[src/rtl/isp_pkg.sv]
// ---------------------------------------------------------------------------
// isp_pkg
//   Shared definitions for the ISP program loader: FSM state encoding and the
//   AXI4-Lite constants used by the write master.
// ---------------------------------------------------------------------------
package isp_pkg;

    // Loader FSM states. The encoding is exported on the loader's debug port.
    typedef enum logic [2:0] {
        ST_IDLE    = 3'd0,
        ST_COLLECT = 3'd1,
        ST_WRITE   = 3'd2,
        ST_RESP    = 3'd3,
        ST_FIN     = 3'd4
    } isp_state_e;

    localparam logic [1:0]  AXI_RESP_OKAY = 2'b00;
    localparam logic [2:0]  AXI_PROT_NONE = 3'b000;
    localparam logic [3:0]  AXI_STRB_FULL = 4'hF;

    // Start of the ISP region of iram (user area starts at 0).
    localparam logic [31:0] ISP_BASE      = 32'h0800_0000;

endpackage

[src/rtl/isp_byte_pack.sv]
// ---------------------------------------------------------------------------
// isp_byte_pack
//   Packs accepted bytes little-endian into a 32-bit word. Byte k of a word
//   ends up in lane [8*k+7:8*k]; word_valid_o fires combinationally on the
//   cycle the fourth byte is accepted, and the counter wraps so the next byte
//   starts a fresh word.
// Ports
//   clk, rst_n     clock, async active-low reset
//   clear_i        drop any partial word (counter back to 0)
//   byte_valid_i   a byte is being accepted this cycle
//   byte_i         the byte
//   word_o         packed word (stable until the next accepted byte)
//   word_valid_o   fourth byte of a word accepted this cycle
// ---------------------------------------------------------------------------
module isp_byte_pack (
    input  logic        clk,
    input  logic        rst_n,
    input  logic        clear_i,
    input  logic        byte_valid_i,
    input  logic [7:0]  byte_i,
    output logic [31:0] word_o,
    output logic        word_valid_o
);

    logic [1:0]  cnt_q, cnt_d;
    logic [31:0] word_q, word_d;

    // Bytes enter at the top and move down, so after four shifts the first
    // byte sits in lane 0 (little-endian).
    always_comb begin
        cnt_d  = cnt_q;
        word_d = word_q;
        if (clear_i) begin
            cnt_d = '0;
        end else if (byte_valid_i) begin
            word_d = {byte_i, word_q[31:8]};
            cnt_d  = cnt_q + 2'd1;
        end
    end

    always_ff @(posedge clk or negedge rst_n) begin
        if (!rst_n) begin
            cnt_q  <= '0;
            word_q <= '0;
        end else begin
            cnt_q  <= cnt_d;
            word_q <= word_d;
        end
    end

    assign word_o       = word_q;
    assign word_valid_o = byte_valid_i && !clear_i && (cnt_q == 2'd3);

endmodule

[src/rtl/isp_loader.sv]
// ---------------------------------------------------------------------------
// isp_loader
//   Byte-stream to iram program loader. Bytes from the UART RX path are packed
//   into 32-bit words and written to consecutive word addresses through an
//   AXI4-Lite write master (AW/W/B only). Bootrom software sets base/len,
//   pulses start_i, then polls busy_o/done_o/err_o/csum_o.
//
//   Handshake rule (all channels): a transfer happens on a rising clk edge
//   where valid && ready; a valid, once raised, is held with stable payload
//   until its own transfer, and never depends on the matching ready.
//
// Ports
//   clk, rst_n                 clock, async active-low reset
//   start_i, abort_i           control pulses
//   base_addr_i, len_i         first word address, number of words
//   rx_data_i/rx_valid_i/rx_ready_o   byte input stream
//   m_aw*, m_w*, m_b*          AXI4-Lite write master
//   busy_o, done_o, err_o, csum_o     status
//   state_o                    current FSM state (debug)
// ---------------------------------------------------------------------------
module isp_loader
    import isp_pkg::*;
#(
    parameter int ADDR_W = 32,
    parameter int LEN_W  = 16
) (
    input  logic              clk,
    input  logic              rst_n,
    input  logic              start_i,
    input  logic              abort_i,
    input  logic [ADDR_W-1:0] base_addr_i,
    input  logic [LEN_W-1:0]  len_i,
    input  logic [7:0]        rx_data_i,
    input  logic              rx_valid_i,
    output logic              rx_ready_o,
    output logic [ADDR_W-1:0] m_awaddr,
    output logic [2:0]        m_awprot,
    output logic              m_awvalid,
    input  logic              m_awready,
    output logic [31:0]       m_wdata,
    output logic [3:0]        m_wstrb,
    output logic              m_wvalid,
    input  logic              m_wready,
    input  logic [1:0]        m_bresp,
    input  logic              m_bvalid,
    output logic              m_bready,
    output logic              busy_o,
    output logic              done_o,
    output logic              err_o,
    output logic [31:0]       csum_o,
    output isp_state_e        state_o
);

    isp_state_e        state_q, state_d;
    logic [ADDR_W-1:0] addr_q, addr_d;
    logic [LEN_W-1:0]  len_q, len_d;
    logic [LEN_W-1:0]  words_q, words_d;
    logic              abort_q, abort_d;
    logic              aw_done_q, aw_done_d;
    logic              w_done_q, w_done_d;
    logic              err_q, err_d;
    logic [31:0]       csum_q, csum_d;

    logic              pack_clear;
    logic              byte_fire;
    logic [31:0]       word;
    logic              word_valid;
    logic              aw_ok;
    logic              w_ok;

    assign byte_fire = rx_valid_i && rx_ready_o;

    isp_byte_pack u_pack (
        .clk          (clk),
        .rst_n        (rst_n),
        .clear_i      (pack_clear),
        .byte_valid_i (byte_fire),
        .byte_i       (rx_data_i),
        .word_o       (word),
        .word_valid_o (word_valid)
    );

    // Outputs decoded from registered state only, so a reset drops every
    // valid immediately and no valid can be withdrawn by an input change.
    assign rx_ready_o = (state_q == ST_COLLECT);
    assign m_awvalid  = (state_q == ST_WRITE) && !aw_done_q;
    assign m_wvalid   = (state_q == ST_WRITE) && !w_done_q;
    assign m_bready   = (state_q == ST_RESP);
    assign m_awaddr   = addr_q;
    assign m_wdata    = word;
    assign m_awprot   = AXI_PROT_NONE;
    assign m_wstrb    = AXI_STRB_FULL;
    assign busy_o     = (state_q != ST_IDLE);
    assign done_o     = (state_q == ST_FIN);
    assign err_o      = err_q;
    assign csum_o     = csum_q;
    assign state_o    = state_q;

    // A channel counts as finished if it already handshook earlier in this
    // WRITE or handshakes on the current edge.
    assign aw_ok = aw_done_q || (m_awvalid && m_awready);
    assign w_ok  = w_done_q  || (m_wvalid  && m_wready);

    always_comb begin
        state_d    = state_q;
        addr_d     = addr_q;
        len_d      = len_q;
        words_d    = words_q;
        abort_d    = abort_q;
        aw_done_d  = aw_done_q;
        w_done_d   = w_done_q;
        err_d      = err_q;
        csum_d     = csum_q;
        pack_clear = 1'b0;

        case (state_q)
            ST_IDLE: begin
                // start_i has priority over abort_i, which is ignored here.
                if (start_i) begin
                    addr_d     = base_addr_i & ~ADDR_W'(3);
                    len_d      = len_i;
                    words_d    = '0;
                    abort_d    = 1'b0;
                    err_d      = 1'b0;
                    csum_d     = '0;
                    pack_clear = 1'b1;
                    state_d    = (len_i == '0) ? ST_FIN : ST_COLLECT;
                end
            end

            ST_COLLECT: begin
                // Abort wins over a completing word; the partial word is lost.
                if (abort_i) begin
                    pack_clear = 1'b1;
                    state_d    = ST_FIN;
                end else if (word_valid) begin
                    state_d = ST_WRITE;
                end
            end

            ST_WRITE: begin
                if (abort_i) begin
                    abort_d = 1'b1;
                end
                if (aw_ok && w_ok) begin
                    aw_done_d = 1'b0;
                    w_done_d  = 1'b0;
                    state_d   = ST_RESP;
                end else begin
                    aw_done_d = aw_ok;
                    w_done_d  = w_ok;
                end
            end

            ST_RESP: begin
                // bvalid seen outside RESP (slave holding it high) is never
                // counted; only the RESP-state handshake retires a word.
                if (abort_i) begin
                    abort_d = 1'b1;
                end
                if (m_bvalid) begin
                    err_d   = err_q | (m_bresp != AXI_RESP_OKAY);
                    csum_d  = csum_q + word;
                    addr_d  = addr_q + ADDR_W'(4);
                    words_d = words_q + LEN_W'(1);
                    if ((words_q + LEN_W'(1) == len_q) || abort_q || abort_i) begin
                        state_d = ST_FIN;
                    end else begin
                        state_d = ST_COLLECT;
                    end
                end
            end

            ST_FIN: begin
                state_d = ST_IDLE;
            end

            default: begin
                state_d = ST_IDLE;
            end
        endcase
    end

    always_ff @(posedge clk or negedge rst_n) begin
        if (!rst_n) begin
            state_q   <= ST_IDLE;
            addr_q    <= '0;
            len_q     <= '0;
            words_q   <= '0;
            abort_q   <= 1'b0;
            aw_done_q <= 1'b0;
            w_done_q  <= 1'b0;
            err_q     <= 1'b0;
            csum_q    <= '0;
        end else begin
            state_q   <= state_d;
            addr_q    <= addr_d;
            len_q     <= len_d;
            words_q   <= words_d;
            abort_q   <= abort_d;
            aw_done_q <= aw_done_d;
            w_done_q  <= w_done_d;
            err_q     <= err_d;
            csum_q    <= csum_d;
        end
    end

endmodule

[config.mk]
export PLATFORM = sky130hd
export DESIGN_NAME = isp_loader
export DESIGN_NICKNAME = d
export VERILOG_FILES = /design/src/rtl/isp_pkg.sv /design/src/rtl/isp_byte_pack.sv /design/src/rtl/isp_loader.sv
export SDC_FILE = /design/constraint.sdc
export NUM_CORES = 1
export LEC_CHECK = 0
export BUFFER_PORTS_ARGS = -buffer_cell sky130_fd_sc_hd__clkbuf_2
export CORE_MARGIN = 4
export CORE_UTILIZATION = 45
export CTS_BUF_LIST = sky130_fd_sc_hd__clkbuf_4 sky130_fd_sc_hd__clkbuf_8 sky130_fd_sc_hd__clkbuf_16
export CTS_CLUSTER_DIAMETER = 150
export DETAILED_ROUTE_END_ITERATION = 12
export GPL_ROUTABILITY_DRIVEN = 0
export PLACE_DENSITY = 0.65
export SKIP_LAST_GASP = 1
export SYNTH_ARGS = -nofsm -noshare
export SYNTH_HDL_FRONTEND = slang
export SYNTH_SLANG_ARGS = --single-unit
export TNS_END_PERCENT = 100
[constraint.sdc]
create_clock -name clk -period 4.22 [get_ports clk]
set_input_delay 0.844 -clock clk [delete_from_list [all_inputs] [get_ports clk]]
set_output_delay 0.844 -clock clk [all_outputs]
set_load 0.005 [all_outputs]
==> results.sh <==
export IMPL_slowest_delay_ns=0.53
export IMPL_path_clk_slew_ns=0.06
export IMPL_cts_setup_buffers=0
export IMPL_cts_tree="done"
export IMPL_use_met3_pct=4.12
export IMPL_fin_util_pct=55.0
export IMPL_initial_utilization_pct=45.8
export IMPL_diodes=0
export IMPL_clockBufferDepth=2
export IMPL_route_detailed_wl_per_inst_um=17.2
export IMPL_worst_path_buf_inv=4
export IMPL_htree_levels=4
export IMPL_place_hpwl_um=16200
export IMPL_tightestPinTransition_ns=0.911
export IMPL_rr_startpoint="u_pack.word_o[0]$_DFFE_PN0P_"
export IMPL_synth_edff_count=0
export IMPL_fp_dieArea_um2=20500
export IMPL_wl_um=23000
export IMPL_ys_warnings_count=0
export IMPL_p_leak_nw=4.78
export IMPL_period_needed_ns=3.24
export IMPL_r2r_slack_ns=1.13
export IMPL_max_slew_margin_rel_pct=39.2
export IMPL_min_path_type="input pin to async pin"
export IMPL_final_common_cell="clkbuf_2"
export IMPL_cts_sinks=135
export IMPL_syn_to_final_growth_pct=20.1
export IMPL_post_cts_resized=0
export IMPL_busiest_layer="met2"
export IMPL_grt_pass1_vias=7325
export IMPL_maxCapViolations=0
export IMPL_drive_gt1_share_pct=24.1
export IMPL_fmax_mhz=309
export IMPL_final_cell_mix="clkbuf_2 (166), nand2_1 (147), dfrtp_1 (135), o21ai_0 (81), nand3_1 (71)"
export IMPL_vias_per_cell=5.65
export IMPL_crit_path_start_kind="flip-flop"
export IMPL_grt_total_usage_pct=23.1
export IMPL_ys_seq_area_share_pct=41.0
export IMPL_clock_skew_ns=0.0122
export IMPL_critPathLaunch="state_o[1]$_DFFE_PN0P_"
export IMPL_gr_total_overflow=0
export IMPL_syn_area_um2=8230
export IMPL_clk_latency_ns=0.43
export IMPL_cp_max_fo=30
export IMPL_die_x_um=143
export IMPL_ys_ff_latch=135
export IMPL_power_density_nw_per_um2=687
export IMPL_die_h_um=143
export IMPL_crit_required_ns=3.38
export IMPL_grt_max_degree=96
export IMPL_drc=0
export IMPL_finalMaxSlewViolations=0
export IMPL_rr_worst_depth=10
export IMPL_cts_buffers=17
export IMPL_crit_chain="nor2b_1 > nand2_1 > buf_4 > inv_1 > buf_4 > clkbuf_2"
export IMPL_crit_path_end="m_bready"
export IMPL_use_met1_pct=31.9
export IMPL_placementRows=49
export IMPL_dr_first_iter_drc_count=419
export IMPL_dr_pass1_iters=5
export IMPL_grt_antenna_before_repair=0
export IMPL_setup_viol_count_final=0
export IMPL_rsz0062_at_grt="false"
export IMPL_io_pins=179
export IMPL_avgSynthCellArea_um2=8.73
export IMPL_nNetsFinal=1194
export IMPL_hold_buffers=0
export IMPL_async_reset_ff_share_pct=100
export IMPL_status="complete, no violations"
export IMPL_core_um2=18000
export IMPL_yosysUniqueCellTypes=66
export IMPL_port_buffers=167
export IMPL_cts_root_buf="clkbuf_16"
export IMPL_worstSetupPathType="flip-flop to primary output"
export IMPL_crit_path_top_delay_cell="dfrtp_1"
export IMPL_ys_flop_type="dfrtp_1"
export IMPL_rr_endpoint="csum_o[22]$_DFFE_PN0P_"
export IMPL_crit_path_frequent_cell="buf_4"
export IMPL_finalCritPeriodShare_pct=76.8
export IMPL_vdd_drop_max_mv=0.329
export IMPL_ant_nets=0
export IMPL_tns_ns=0
export IMPL_cp_end_kind="primary output"
export IMPL_via_count=7545
export IMPL_finalHoldViolations=0
export IMPL_grt_pass1_wl_um=38000
export IMPL_worstPathArrival_ns=2.40
export IMPL_grt_use_met2_pct=36.7
export IMPL_cp_depth=6
export IMPL_cpLargestDelayFamily="buffers and inverters"
export IMPL_synthCells=943
[registers in the layout (all words and copies together), names as in the netlist]
signal / cells
u_pack.cnt_q: 2
state_o: 3
u_pack.word_o: 32
aw_done_q: 1
w_done_q: 1
m_awaddr: 30
abort_q: 1
csum_o: 32
len_q: 16
err_o: 1
words_q: 16
[per-layer routing]
metal / wire [um] / share of wire (%)
met5: 0 / 0
met3: 956 / 4.2
met2: 10900 / 47
met4: 454 / 2.0
met1: 10700 / 46
[logic make-up (layout without fill, tap and decap cells)]
group / after synthesis / count (layout) / share of synthesized area (%)
simple gates: 374 / 374 / 20.9
fa+ha+maj: 35 / 35 / 5.41
buf+inv: 70 / 226 / 3.66
flops: 135 / 135 / 41.0
xor+xnor: 49 / 49 / 5.21
mux: 38 / 38 / 5.12
other cells: 2 / 9 / 0.0912
compound gates: 240 / 240 / 18.5
[power by group]
part	internal (W)	switching, W	total (W)	leakage (nW)
clock	0.00104	0.000584	0.00163	0.313
combinational	0.00124	0.00154	0.00278	2.74
sequential	0.00177	0.000608	0.00238	1.73
[synthesized netlist by cell type, types with 7 or more instances]
cell type / instances / area [um2]
o22ai_1: 7 / 43.8
a21o_1: 12 / 90.1
xor2_1: 23 / 201
a32oi_1: 13 / 114
nor3_1: 14 / 70.1
nand4_1: 12 / 75.1
o21ai_0: 81 / 405
dfrtp_1: 135 / 3380
and3_1: 24 / 150
nand2_1: 149 / 559
xnor2_1: 26 / 228
ha_1: 34 / 425
a31oi_1: 7 / 43.8
nand3_1: 71 / 355
buf_4: 9 / 67.6
mux2_2: 33 / 372
o31ai_1: 10 / 75.1
clkbuf_1: 37 / 139
a21oi_1: 64 / 320
nor2_1: 63 / 236
inv_1: 14 / 52.6
[stage by stage]
step | hold WS, ns | std cells | cell area [um2] | setup WS [ns] | total power [W]
6_report | 0.498 | 1335 | 9890 | 0.979 | 0.00679
5_1_grt | 0.526 | 1335 | 9890 | 0.777 | 0.00733
4_1_cts | 0.499 | 1335 | 9890 | 0.976 | 0.00684
3_5_place_dp | 0.484 | 1303 | 9240 | 1.12 | 0.00518
3_3_place_gp | 0.481 | 1303 | 9240 | 1.16 | 0.00514
2_1_floorplan | 0.465 | 950 | 8260 | 1.41 | 0.00411
[worst min path at each step]
stage	endpoint	slack, ns	cells after the start	start
floorplan	len_q[0]$_DFFE_PN0P_	0.47	2	len_q[0]$_DFFE_PN0P_
global placement	len_q[1]$_DFFE_PN0P_	0.48	2	len_q[1]$_DFFE_PN0P_
detailed placement	len_q[1]$_DFFE_PN0P_	0.48	2	len_q[1]$_DFFE_PN0P_
CTS	len_q[1]$_DFFE_PN0P_	0.50	2	len_q[1]$_DFFE_PN0P_
global route	len_q[11]$_DFFE_PN0P_	0.53	2	len_q[11]$_DFFE_PN0P_
finish	u_pack.word_o[4]$_DFFE_PN0P_	0.50	1	rst_n
[cell type report]
type | count | area [um2]
Inverter | 14 | 52.6
Tap cell | 229 | 287
Timing Repair Buffer | 180 | 940
Multi-Input combinational cell | 745 | 4580
Fill cell | 1660 | 8080
Clock inverter | 11 | 171
Clock buffer | 21 | 474
Sequential cell | 135 | 3380
[worst register-to-register path, delay by kind of cell, from the launching register on]
kind	cells	cell delay (ns)
AO/OA/AOI/OAI	6	1.42
flip-flops	1	0.40
adder cells (fa/ha/maj)	2	0.68
AND/OR/NAND/NOR	2	0.49
Power figures use the tool's default switching activity.
